`config.mk`:
```
export PLATFORM = sky130hd
export DESIGN_NAME = otter_ecc_scrubber_flat
export DESIGN_NICKNAME = d
export VERILOG_FILES = /design/src/rtl/otter_ecc_scrubber_if.sv /design/src/rtl/otter_ecc_scrubber.sv /design/src/flat_wrapper.sv
export SDC_FILE = /design/constraint.sdc
export NUM_CORES = 1
export LEC_CHECK = 0
export BUFFER_PORTS_ARGS = -buffer_cell sky130_fd_sc_hd__buf_2
export CAP_MARGIN = 10
export CORE_ASPECT_RATIO = 1.75
export CORE_UTILIZATION = 55
export CTS_CLUSTER_DIAMETER = 60
export DETAILED_ROUTE_END_ITERATION = 6
export GPL_TIMING_DRIVEN = 0
export PLACE_DENSITY = 0.82
export SLEW_MARGIN = 20
export SYNTH_ARGS = -nofsm -noshare
export SYNTH_HDL_FRONTEND = slang
export SYNTH_SLANG_ARGS = --single-unit
```
`constraint.sdc`:
```
create_clock -name MEM_CLK -period 5.9 [get_ports MEM_CLK]
set_input_delay 0.59 -clock MEM_CLK [delete_from_list [all_inputs] [get_ports MEM_CLK]]
set_output_delay 0.59 -clock MEM_CLK [all_outputs]
set_load 0.005 [all_outputs]
```
`src/rtl/otter_ecc_scrubber_if.sv`:
```
// OTTER ECC scrubber data-port bundle.
// The scrubber is master; memory and CPU arbitration are the slave side.
interface otter_ecc_scrubber_if;
  logic        SCRUB_REQ;
  logic        SCRUB_WE;
  logic [31:0] SCRUB_ADDR;
  logic [31:0] SCRUB_DOUT;
  logic        CPU_BUSY;
  logic        CPU_WE;
  logic [31:0] CPU_ADDR;
  logic [31:0] MEM_DIN;
  logic [5:0]  PAR_DIN;

  modport master (
    output SCRUB_REQ, SCRUB_WE, SCRUB_ADDR, SCRUB_DOUT,
    input  CPU_BUSY, CPU_WE, CPU_ADDR, MEM_DIN, PAR_DIN
  );

  modport slave (
    input  SCRUB_REQ, SCRUB_WE, SCRUB_ADDR, SCRUB_DOUT,
    output CPU_BUSY, CPU_WE, CPU_ADDR, MEM_DIN, PAR_DIN
  );
endinterface

```
`src/rtl/otter_ecc_scrubber.sv`:
```
// OTTER background memory scrubber with Hamming(38,32) single-error
// correction, idle-cycle stealing and error statistics.
module otter_ecc_scrubber #(
  parameter int ADDR_WIDTH     = 14,
  parameter int SCRUB_INTERVAL = 256,
  parameter int READ_LAT       = 1
) (
  input  logic                 MEM_CLK,
  input  logic                 MEM_RST_N,
  input  logic                 SCRUB_EN,
  input  logic                 ERR_CLR,
  otter_ecc_scrubber_if.master bus,
  output logic [15:0]          ERR_CORR_CNT,
  output logic                 ERR_UNCORR,
  output logic [31:0]          ERR_ADDR,
  output logic                 ERR_IRQ,
  output logic                 PASS_DONE
);

  typedef enum logic [2:0] {
    S_IDLE, S_WAIT, S_READ, S_LAT,
    S_CHECK, S_WRITE, S_NEXT
  } state_t;

  localparam int IW = (SCRUB_INTERVAL > 1) ?
                      $clog2(SCRUB_INTERVAL) : 1;
  localparam int LW = (READ_LAT > 1) ?
                      $clog2(READ_LAT) : 1;
  localparam logic [IW-1:0] I_LAST =
    IW'((SCRUB_INTERVAL > 0) ? SCRUB_INTERVAL - 1 : 0);
  localparam logic [LW-1:0] L_LAST =
    LW'((READ_LAT > 0) ? READ_LAT - 1 : 0);
  localparam logic [ADDR_WIDTH-1:0] IDX_LAST = '1;
  localparam state_t S_FIRST =
    (SCRUB_INTERVAL == 0) ? S_READ : S_WAIT;

  function automatic logic [5:0] hamming_chk(
    input logic [31:0] d
  );
    logic [5:0] c;
    logic [4:0] j;
    c = '0;
    j = '0;
    for (int pos = 3; pos < 39; pos++) begin
      if ((pos & (pos - 1)) != 0) begin
        c = c ^ ({6{d[j]}} & 6'(pos));
        j = j + 5'd1;
      end
    end
    return c;
  endfunction

  // Check-bit syndromes map to no data bit, giving an all-zero mask.
  function automatic logic [31:0] flip_mask(
    input logic [5:0] s
  );
    logic [31:0] m;
    logic [4:0]  j;
    m = '0;
    j = '0;
    for (int pos = 3; pos < 39; pos++) begin
      if ((pos & (pos - 1)) != 0) begin
        if (s == 6'(pos)) m[j] = 1'b1;
        j = j + 5'd1;
      end
    end
    return m;
  endfunction

  state_t                  state;
  logic [ADDR_WIDTH-1:0]   idx;
  logic [IW-1:0]           wcnt;
  logic [LW-1:0]           lcnt;
  logic [31:0]             data_q;
  logic [5:0]              par_q;
  logic [31:0]             dout_q;
  logic [15:0]             corr_cnt;
  logic                    uncorr_q;
  logic [31:0]             err_addr_q;
  logic                    irq_q;
  logic                    pass_q;

  logic [31:0] word_addr;
  logic        snoop;
  logic [5:0]  syn;
  logic        s_clean;
  logic        s_uncorr;
  logic        s_fix;
  logic        unused_addr;

  assign word_addr = {{(30-ADDR_WIDTH){1'b0}}, idx, 2'b00};
  assign snoop     = bus.CPU_WE &&
                     (bus.CPU_ADDR[ADDR_WIDTH+1:2] == idx);
  assign syn       = par_q ^ hamming_chk(data_q);
  assign s_clean   = (syn == 6'd0);
  assign s_uncorr  = (syn > 6'd38);
  assign s_fix     = !s_clean && !s_uncorr;

  assign unused_addr = ^{bus.CPU_ADDR[31:ADDR_WIDTH+2],
                         bus.CPU_ADDR[1:0]};

  // Requests are gated by CPU_BUSY in the same cycle: never speculative.
  assign bus.SCRUB_REQ  = !bus.CPU_BUSY &&
                          ((state == S_READ) ||
                           (state == S_WRITE && !snoop));
  assign bus.SCRUB_WE   = !bus.CPU_BUSY &&
                          (state == S_WRITE) && !snoop;
  assign bus.SCRUB_ADDR = word_addr;
  assign bus.SCRUB_DOUT = dout_q;

  assign ERR_CORR_CNT = corr_cnt;
  assign ERR_UNCORR   = uncorr_q;
  assign ERR_ADDR     = err_addr_q;
  assign ERR_IRQ      = irq_q;
  assign PASS_DONE    = pass_q;

  always_ff @(posedge MEM_CLK or negedge MEM_RST_N) begin
    if (!MEM_RST_N) begin
      state      <= S_IDLE;
      idx        <= '0;
      wcnt       <= '0;
      lcnt       <= '0;
      data_q     <= '0;
      par_q      <= '0;
      dout_q     <= '0;
      corr_cnt   <= '0;
      uncorr_q   <= 1'b0;
      err_addr_q <= '0;
      irq_q      <= 1'b0;
      pass_q     <= 1'b0;
    end else begin
      irq_q  <= 1'b0;
      pass_q <= 1'b0;
      if (ERR_CLR) begin
        corr_cnt   <= '0;
        uncorr_q   <= 1'b0;
        err_addr_q <= '0;
      end
      unique case (state)
        S_IDLE: begin
          if (SCRUB_EN) begin
            wcnt  <= '0;
            state <= S_FIRST;
          end
        end
        S_WAIT: begin
          if (wcnt == I_LAST) begin
            wcnt  <= '0;
            state <= S_READ;
          end else begin
            wcnt <= wcnt + 1'b1;
          end
        end
        S_READ: begin
          if (!bus.CPU_BUSY) begin
            lcnt <= '0;
            if (READ_LAT == 0) begin
              data_q <= bus.MEM_DIN;
              par_q  <= bus.PAR_DIN;
              state  <= S_CHECK;
            end else begin
              state <= S_LAT;
            end
          end
        end
        S_LAT: begin
          if (snoop) begin
            state <= S_NEXT;
          end else if (lcnt == L_LAST) begin
            data_q <= bus.MEM_DIN;
            par_q  <= bus.PAR_DIN;
            state  <= S_CHECK;
          end else begin
            lcnt <= lcnt + 1'b1;
          end
        end
        S_CHECK: begin
          state <= S_NEXT;
          if (!snoop) begin
            unique case (1'b1)
              s_clean: begin
              end
              s_fix: begin
                dout_q     <= data_q ^ flip_mask(syn);
                corr_cnt   <= ERR_CLR ? 16'd1 :
                              (corr_cnt == 16'hFFFF) ? corr_cnt :
                              corr_cnt + 16'd1;
                err_addr_q <= word_addr;
                irq_q      <= 1'b1;
                state      <= S_WRITE;
              end
              s_uncorr: begin
                uncorr_q   <= 1'b1;
                err_addr_q <= word_addr;
                irq_q      <= 1'b1;
              end
            endcase
          end
        end
        S_WRITE: begin
          if (snoop || !bus.CPU_BUSY) state <= S_NEXT;
        end
        S_NEXT: begin
          idx    <= idx + 1'b1;
          pass_q <= (idx == IDX_LAST);
          wcnt   <= '0;
          state  <= SCRUB_EN ? S_FIRST : S_IDLE;
        end
        default: state <= S_IDLE;
      endcase
    end
  end

endmodule

```
`src/flat_wrapper.sv`:
```
// flat-port wrapper written by rule: the top's interface ports become plain ports
module otter_ecc_scrubber_flat 
#(
  parameter int ADDR_WIDTH     = 14,
  parameter int SCRUB_INTERVAL = 256,
  parameter int READ_LAT       = 1
)
  (MEM_CLK, MEM_RST_N, SCRUB_EN, ERR_CLR, ERR_CORR_CNT, ERR_UNCORR, ERR_ADDR, ERR_IRQ, PASS_DONE, bus_SCRUB_REQ, bus_SCRUB_WE, bus_SCRUB_ADDR, bus_SCRUB_DOUT, bus_CPU_BUSY, bus_CPU_WE, bus_CPU_ADDR, bus_MEM_DIN, bus_PAR_DIN);
  otter_ecc_scrubber_if bus_i ();
  input  logic MEM_CLK;
  input  logic MEM_RST_N;
  input  logic SCRUB_EN;
  input  logic ERR_CLR;
  output logic [15:0] ERR_CORR_CNT;
  output logic ERR_UNCORR;
  output logic [31:0] ERR_ADDR;
  output logic ERR_IRQ;
  output logic PASS_DONE;
  output wire logic [$bits(bus_i.SCRUB_REQ)-1:0] bus_SCRUB_REQ;
  output wire logic [$bits(bus_i.SCRUB_WE)-1:0] bus_SCRUB_WE;
  output wire logic [$bits(bus_i.SCRUB_ADDR)-1:0] bus_SCRUB_ADDR;
  output wire logic [$bits(bus_i.SCRUB_DOUT)-1:0] bus_SCRUB_DOUT;
  input wire logic [$bits(bus_i.CPU_BUSY)-1:0] bus_CPU_BUSY;
  input wire logic [$bits(bus_i.CPU_WE)-1:0] bus_CPU_WE;
  input wire logic [$bits(bus_i.CPU_ADDR)-1:0] bus_CPU_ADDR;
  input wire logic [$bits(bus_i.MEM_DIN)-1:0] bus_MEM_DIN;
  input wire logic [$bits(bus_i.PAR_DIN)-1:0] bus_PAR_DIN;
  assign bus_SCRUB_REQ = bus_i.SCRUB_REQ;
  assign bus_SCRUB_WE = bus_i.SCRUB_WE;
  assign bus_SCRUB_ADDR = bus_i.SCRUB_ADDR;
  assign bus_SCRUB_DOUT = bus_i.SCRUB_DOUT;
  assign bus_i.CPU_BUSY = bus_CPU_BUSY;
  assign bus_i.CPU_WE = bus_CPU_WE;
  assign bus_i.CPU_ADDR = bus_CPU_ADDR;
  assign bus_i.MEM_DIN = bus_MEM_DIN;
  assign bus_i.PAR_DIN = bus_PAR_DIN;
  otter_ecc_scrubber #(.ADDR_WIDTH(ADDR_WIDTH), .SCRUB_INTERVAL(SCRUB_INTERVAL), .READ_LAT(READ_LAT)) u_core (.MEM_CLK(MEM_CLK), .MEM_RST_N(MEM_RST_N), .SCRUB_EN(SCRUB_EN), .ERR_CLR(ERR_CLR), .bus(bus_i), .ERR_CORR_CNT(ERR_CORR_CNT), .ERR_UNCORR(ERR_UNCORR), .ERR_ADDR(ERR_ADDR), .ERR_IRQ(ERR_IRQ), .PASS_DONE(PASS_DONE));
endmodule
```
Word level (Yosys, flattened, before mapping)
Index checks and enable logic that the tools add are counted.

cells by class
  bitwise gates (word level) = 66
  order comparisons = 63
  reduce and logical (&&, ||, !) cells = 53
  eq/ne operators = 49
  multiplexer cells = 318
  add/subtract/negate cells = 34

operators by type and width
  operator                                             count
  two-way mux 32 bit                                   128
  OR 32 bit                                            30
  two-way mux 5 bit                                    93
  < comparator 5 x 6 -> 1 bit, second input constant   31
  demux 1 bit (select 5 bit)                           31
  >= comparator 5 x 1 -> 1 bit, second input constant  31
  adder 5 x 1 -> 5 bit, second input constant          30
  two-way mux 16 bit                                   6
  == test 6 x 5 -> 1 bit, second input constant        15
  XOR 6 x 5 -> 6 bit                                   15
  two-way mux 1 bit                                    47
  == test 6 x 4 -> 1 bit, second input constant        7
  XOR 6 x 4 -> 6 bit                                   7
  XOR 6 bit                                            7
  logical AND 1 bit                                    37
  == test 6 bit, second input constant                 6
  OR 1 x 32 -> 32 bit                                  1
  XOR 32 bit                                           1
  case mux 8 bit (3 select lines)                      1
  case mux 3 bit (7 select lines)                      1
  == test 6 x 3 -> 1 bit, second input constant        3
  two-way mux 3 bit                                    6
  adder 16 x 1 -> 16 bit, second input constant        1
  == test 16 bit, second input constant                1
  other kinds (31)                                     47

word-level totals
  bits in registers = 147
  input bits = 76
  output and inout bits = 117
  word-level logic and storage cells = 595

Depth between registers and ports, before layout
Gate-level depths: netlist of the first run.

  depth after elaboration = 198
  mapped depth = 10
  depth with buffers taken out = 8

Worst setup path after synthesis of the first run
No wires, ideal clock.

  path type = register to register
  start = register u_core.data_q[25]
  end = register u_core.dout_q[10], in the netlist u_core.bus.SCRUB_DOUT[10]
  period minus slack after synthesis = 2891 ps
  setup time = 125 ps
  cell stages (with the launch flop) = 10
  path buffers = 2
  setup slack = 3009 ps
  data arrival time = 2767 ps
  required time = 5775 ps
  cell sequence = dfrtp_1 xnor2_1 xnor3_2 xnor3_1 and2_1 buf_6 a21o_1 nor2_2 buf_2 mux2_2

on the way
  cells in the longest elaborated chain, start to end = 164
  elaborated cells between the ends (all ways) = 200
  those cells by class = order compare (1); eq/ne (31); mux (124); bitwise (39); reduce/logical (5)

RTL lines
  element                     RTL line                   RTL
  start: declaration          otter_ecc_scrubber.sv:74   logic [31:0] data_q;
  start signal: assignment    otter_ecc_scrubber.sv:158  data_q <= bus.MEM_DIN;
  start signal: assignment    otter_ecc_scrubber.sv:170  data_q <= bus.MEM_DIN;
  XOR 6 x 5 -> 6 bit *        otter_ecc_scrubber.sv:46   c = c ^ ({6{d[j]}} & 6'(pos));
  XOR 6 bit * (6 in a row)    otter_ecc_scrubber.sv:46
  XOR 6 bit *                 otter_ecc_scrubber.sv:94   assign syn = par_q ^ hamming_chk(data_q);
  == test 6 x 3 -> 1 bit      otter_ecc_scrubber.sv:63   if (s == 6'(pos)) m[j] = 1'b1;
  two-way mux 32 bit          otter_ecc_scrubber.sv:63
  two-way mux 32 bit          otter_ecc_scrubber.sv:180  unique case (1'b1)
  two-way mux 32 bit          otter_ecc_scrubber.sv:179  if (!snoop) begin
  two-way mux 32 bit          otter_ecc_scrubber.sv:139  unique case (state)
  (+143 left out)             --
  two-way mux 32 bit          otter_ecc_scrubber.sv:179
  two-way mux 32 bit          otter_ecc_scrubber.sv:139
  OR 32 bit (no source line)  --
  two-way mux 32 bit          otter_ecc_scrubber.sv:63
  two-way mux 32 bit          otter_ecc_scrubber.sv:180
  two-way mux 32 bit          otter_ecc_scrubber.sv:179
  two-way mux 32 bit          otter_ecc_scrubber.sv:139
  XOR 32 bit                  otter_ecc_scrubber.sv:184  dout_q <= data_q ^ flip_mask(syn);
  end signal: assignment      otter_ecc_scrubber.sv:184
  end: declaration            otter_ecc_scrubber.sv:76   logic [31:0] dout_q;

Mark *: on every way between the ends. The rest lies on a longest branch, timed or not. The select of a mux whose other input is x is not followed.
A chain may end at the register's enable or synchronous reset.

Final worst setup path of the first run
  start = register u_core.data_q[23]
  end = register u_core.dout_q[29], in the netlist u_core.bus.SCRUB_DOUT[29]

on the way
  cells in the longest elaborated chain, start to end = 166
  elaborated cells between the ends (all ways) = 202
  those cells by class = order compare (1); eq/ne (31); mux (124); bitwise (41); reduce/logical (5)

RTL lines
  element                            RTL line
  XOR 6 x 5 -> 6 bit * (3 in a row)  otter_ecc_scrubber.sv:46
  XOR 6 bit * (6 in a row)           otter_ecc_scrubber.sv:46
  XOR 6 bit *                        otter_ecc_scrubber.sv:94
  == test 6 x 3 -> 1 bit             otter_ecc_scrubber.sv:63
  two-way mux 32 bit                 otter_ecc_scrubber.sv:63
  two-way mux 32 bit                 otter_ecc_scrubber.sv:180
  two-way mux 32 bit                 otter_ecc_scrubber.sv:179
  two-way mux 32 bit                 otter_ecc_scrubber.sv:139
  (+143 left out)                    --
  two-way mux 32 bit                 otter_ecc_scrubber.sv:179
  two-way mux 32 bit                 otter_ecc_scrubber.sv:139
  OR 32 bit (no source line)         --
  two-way mux 32 bit                 otter_ecc_scrubber.sv:63
  two-way mux 32 bit                 otter_ecc_scrubber.sv:180
  two-way mux 32 bit                 otter_ecc_scrubber.sv:179
  two-way mux 32 bit                 otter_ecc_scrubber.sv:139
  XOR 32 bit                         otter_ecc_scrubber.sv:184

Marked as above.

==> results of run 1 <==
-- area by class of cell --
cell class,count,area [sq um]
fillers,1019,4170
multi-input cells,482,3720
flip-flops and latches,146,3650
repair buffers,156,813
clock buffers,17,425
plain buffers,47,265
well taps,174,218
clock inverters,15,173
inverters,6,22.5
-- how the worst max path moves through the flow --
stage,from,endpoint
global route,u_core.idx[5]$_DFFE_PN0P_,u_core.data_q[23]$_DFFE_PN0P_
detailed placement,bus_CPU_ADDR[10],u_core.data_q[29]$_DFFE_PN0P_
finish,u_core.data_q[23]$_DFFE_PN0P_,u_core.bus.SCRUB_DOUT[29]$_DFFE_PN0P_
CTS,u_core.data_q[23]$_DFFE_PN0P_,u_core.bus.SCRUB_DOUT[29]$_DFFE_PN0P_
global placement,MEM_RST_N,u_core.ERR_ADDR[17]$_DFF_PN0_
floorplan,u_core.data_q[25]$_DFFE_PN0P_,u_core.bus.SCRUB_DOUT[10]$_DFFE_PN0P_
-- cells by family after synthesis --
group | Yosys count
AND/OR/NAND/NOR | 211
flip-flops | 146
XOR/XNOR | 110
multiplexers | 77
AO/OA/AOI/OAI | 63
buffers and inverters | 53
adder cells (fa/ha/maj) | 3
other | 1
-- flip-flops by register name, indices dropped and copies added (netlist names) --
| signal | count |
|---|---|
| u_core.wcnt | 8 |
| u_core.ERR_IRQ | 1 |
| u_core.ERR_UNCORR | 1 |
| u_core.state | 3 |
| u_core.PASS_DONE | 1 |
| u_core.idx | 14 |
| u_core.par_q | 6 |
| u_core.ERR_CORR_CNT | 16 |
| u_core.data_q | 32 |
| u_core.ERR_ADDR | 32 |
| u_core.bus.SCRUB_DOUT | 32 |
-- cells in the final DEF, fill, tap and decap left out, drive strengths merged, types with 11 or more instances in the layout --
cell type	Yosys	routed
inv	5	13
o21ai	26	26
mux2	75	75
nor2	23	23
nand2	82	82
dfrtp	146	146
clkbuf	21	38
a21oi	11	11
and3	25	25
nand3	19	19
xnor2	79	79
xnor3	19	19
conb	1	18
buf	26	182
-- worst max-delay path, cell delays in order (launching register included) --
cell     delay [ps]
dfrtp_1         490
xnor3_1         510
xnor2_2         340
xor3_1          490
and4_1          280
a21o_1          260
nor2_2          340
buf_2           350
mux2_2          380
-- per-stage QoR --
stage          setup slack (ps)  instances  area [sq um]
3_5_place_dp               2310       1011          8690
3_3_place_gp               2130       1010          8650
5_1_grt                    2060       1043          9290
2_1_floorplan              3010        681          7660
4_1_cts                    2340       1043          9290
6_report                   2330       1043          9290
-- layer usage --
layer | global-route usage | up-vias | routed length (um)
met4 | 0.142 | 2 | 697
li1 | - | 2650 | -
met5 | 0 | - | 14
met1 | 0.284 | 2864 | 6770
met2 | 0.528 | 200 | 10600
met3 | 0.0700 | 37 | 1020
==> reports/metrics.yaml, run 1 <==
critPathMaxFanout: 10
die_height_um: 157
die-area_sq_um: 14300
crit_path_end_kind: "flop"
ys.flop_type: "dfrtp_1"
wl_mm: 19.1
final_nets: 935
synth_edf_count: 0
die_w_um: 90.8
worst_pin_slew_ps: 927
clk_latency_ps: 420
cts_tree: "yes"
ctsLongestPathBuffers: 2
yosys.area.top_type: "dfrtp_1"
postCtsSetupBuffers: 0
slew_headroom: 0.376
synth_cell_type_count: 58
synth-async-reset-ratio: 1.00
muxShareOfSynthArea: 0.114
ctsHoldBuffers: 0
gr-usage-all-layers: 0.281
num_vias: 5753
synth_area_sq_um: 7590
place_congestion: 0.848
rows: 56
synthTopCellsByCount: "146 x dfrtp_1, 82 x nand2_1, 78 x xnor2_1"
yosysSeqAreaShare: 0.481
yosys.area_share.simple: 0.141
synth_area_per_cell_sq_um: 11.4
hold_viol: 0
drc: 0
maxCapViolations: 0
synth_top_family_by_area: "XOR/XNOR gates"
setup_viol: 0
yosysMostFrequentCell: "dfrtp_1"
grt-ovfl-total: 0
crit_type: "flop to flop"
cts_resized: 0
synth_compound_area_frac: 0.0529
hp-class: "primary input to asynchronous set/reset pin"
io_pins: 193
syn2layout_area_growth_pct: 22.3
fmax_mhz: 280
clk_pin_slew_ps: 60
h-tree-depth: 4
status: "completed"
worstSetupStartpointType: "flop"
arrival_ps: 3870
period_needed_ps: 3570
grt_pass1_wl_mm: 30.5
cts_buffers: 17
skew_ps: 15.3
grt_pass1_vias: 5984
worstReg2RegEnd: "u_core.bus.SCRUB_DOUT[29]$_DFFE_PN0P_"
synth-adder-area-share: 0.00494
synth_top_cell_area_share: 0.481
critPathRequiredTime_ps: 6200
antenna_found_initial: 1
yosys-top-cells-area: "dfrtp_1 48%, mux2_2 11%, xnor2_1 9.0%"
hold_ws_ps: 96.4
final_util: 0.690
cts_root_buf: "clkbuf_16"
synthXorXnorAreaFrac: 0.168
yosysWarnings: 0
reg2reg_slack_ps: 2330
antenna_cells: 0
drtAntennaViolNets: 0
rsz0062_at_grt: "no"
via_per_inst: 5.52
syn_inst: 664
grt_max_degree: 85
core_sq_um: 13500
setup-tns-final_ps: 0
numClockSinks: 146
reg2reg_depth: 8
drive_gt1_frac: 0.338
dpl.hpwl_mm: 13.9
timing.rr.start: "u_core.data_q[23]$_DFFE_PN0P_"
synth_seq_cells: 146
port-buffer-count: 155
drt-wirelength-per-cell_um: 18.3
dr.pass1.iters: 4
maxSlewViolCount: 0
timing.final.crit_share: 0.605
drtIter0Drc: 171
start_util: 0.565
Power of run 1 is not shown: default switching activity piles up to over one toggle a cycle in this logic, so the estimate is an artifact.
==> run 2, diff against run 1 <==
- CORE_UTILIZATION: 55 -> 48
- PLACE_DENSITY: 0.82 -> 0.76
- clock period: 5.9 -> 3.2 ns (I/O delays scaled with it)
==> reports/metrics.yaml, run 2 (synthesis results as in run 1) <==
status: "completed"
skew_ps: 10.8  # -4.53 ps
nFillCells: 1251  # +23%
rows: 60  # +7.1%
timing.rr.start: "u_core.data_q[9]$_DFFE_PN0P_"
num_vias: 5675  # -1.4%
dpl.cell_count: 1023  # +1.2%
seqCellArea_sq_um: 3660  # +0.14%
port-buffer-count: 155  # unchanged
finalNonFillerCells: 1059  # +1.5%
drt-wirelength-per-cell_um: 17.8  # -2.7%
dpl.hpwl_mm: 13.9  # -0.24%
cpMaxStageDelayCell: "nor4_2"
die_w_um: 97.1  # +6.9%
via_per_inst: 5.36  # -2.8%
fmax_mhz: 313  # +12%
drive_gt1_frac: 0.370  # +0.0317
final_util: 0.614  # -0.0766
cts_tree: "yes"
antenna_cells: 0  # unchanged
clk_latency_ps: 420  # about the same
dr.pass1.iters: 5  # +1
period_needed_ps: 3190  # -376 ps
grt_pass1_vias: 5803  # -3.0%
multiInputGateArea_sq_um: 3830  # +2.9%
critPathMaxFanout: 4  # -6
cp_num_buf_inv: 2  # +1
cts_buffers: 17  # unchanged
hold_viol: 0  # unchanged
path_common_cell: "buf_4"
io_pins: 193  # unchanged
drtIter0Drc: 137  # -20%
hp-class: "primary input to flop"
setup-tns-final_ps: 0  # unchanged
worst_pin_slew_ps: 733  # -194 ps
die_height_um: 168  # +7.0%
clk_pin_slew_ps: 70  # about the same
crit_path_end_kind: "flop"
setup_viol: 0  # unchanged
final_common_cell: "buf_2"
rsz0062_at_grt: "yes"
drtAntennaViolNets: 0  # unchanged
grt-ovfl-total: 0  # unchanged
place_area_sq_um: 8700  # +0.17%
gr-usage-all-layers: 0.235  # -0.0459
cts_root_buf: "clkbuf_16"
arrival_ps: 3500  # -370 ps
min_from: "bus_MEM_DIN[12]"
crit_type: "flop to flop"
slowest_delay_ps: 470  # -40 ps
worstSetupStartpointType: "flop"
place_congestion: 0.851  # +0.37%
cp_top_family: "XOR/XNOR gates"
numClockSinks: 146  # unchanged
cp_cell_sequence: "xnor3_1 > xnor3_2 > xor3_2 > buf_4 > buf_4 > nor4_2 > nand2_1 > xnor2_1 > mux2_2"
maxCapViolations: 0  # unchanged
crit_start: "u_core.data_q[9]$_DFFE_PN0P_"
start_util: 0.493  # -0.0711
slew_headroom: 0.510  # +0.133
grt_max_degree: 88  # +3.5%
syn2layout_area_growth_pct: 24.4
critPathRequiredTime_ps: 3510  # -2690 ps
maxSlewViolCount: 0  # unchanged
timing.final.crit_share: 0.998  # +0.393
antenna_found_initial: 0  # -1
final_nets: 940  # +0.53%
grt_pass1_wl_mm: 29.9  # -1.9%
die-area_sq_um: 16300  # +14%
wl_mm: 18.8  # -1.2%
ctsLongestPathBuffers: 2  # unchanged
core_sq_um: 15400  # +14%
h-tree-depth: 4  # unchanged
layout_common_cells: "156 x buf_2, 142 x dfrtp_1, 82 x nand2_1"
final_area_sq_um: 9450  # +1.7%
drc: 0  # unchanged
==> run 2: changes by cell type in the layout (fill, tap and decap cells not counted), moves of 4 or more <==
cell	change
buf_4	+7
clkbuf_1	-4
clkbuf_2	+4
dfrtp_1	-4
dfrtp_2	+4
nor4_1	-5
nor4_2	+5
xnor2_1	-4
==> run 2: area by class of cell <==
class / count / area share
Multi-Input combinational cell: 482 / 0.405
Sequential cell: 146 / 0.387
Timing Repair Buffer: 161 / 0.0903
Clock buffer: 17 / 0.0450
Buffer: 47 / 0.0302
Tap cell: 186 / 0.0246
Clock inverter: 14 / 0.0151
Inverter: 6 / 0.00238
==> run 2: metrics by stage <==
stage,setup slack [ps],hold WS [ps]
2_1_floorplan,309,24.4
3_3_place_gp,-369,469
3_5_place_dp,-369,370
4_1_cts,11.7,120
5_1_grt,-44.6,116
6_report,5.86,129
==> run 2: worst paths after layout <==
| path | to | slack, ps | depth (start not counted) |
|---|---|---|---|
| min in group asynchronous | u_core.data_q[13]$_DFFE_PN0P_ | 490 | 2 |
| setup / recovery | u_core.bus.SCRUB_DOUT[22]$_DFFE_PN0P_ | 6 | 9 |
| hold / removal | u_core.data_q[12]$_DFFE_PN0P_ | 130 | 2 |
| setup reg to reg | u_core.bus.SCRUB_DOUT[22]$_DFFE_PN0P_ | 6 | 9 |
| hold reg to reg | u_core.ERR_UNCORR$_DFF_PN0_ | 480 | 1 |
| max in group asynchronous | u_core.data_q[9]$_DFFE_PN0P_ | 1930 | 3 |
==> run 2: metal layers <==
metal	vias to the layer above	part of all wire	GRT usage
met1	2785	0.36	0.246
met4	0	0.035	0.101
li1	2661	-	-
met2	195	0.56	0.445
met3	34	0.049	0.0482
met5	-	0	0
==> run 2: timing repair <==
item,CTS,global route
pin swaps,4,4
hold endpoints to repair,86,0
hold buffers,1,0
resized for setup,18,18
setup buffers,1,3
endpoints found under the setup margin,74,74
Power of run 2 is left out for the same reason.
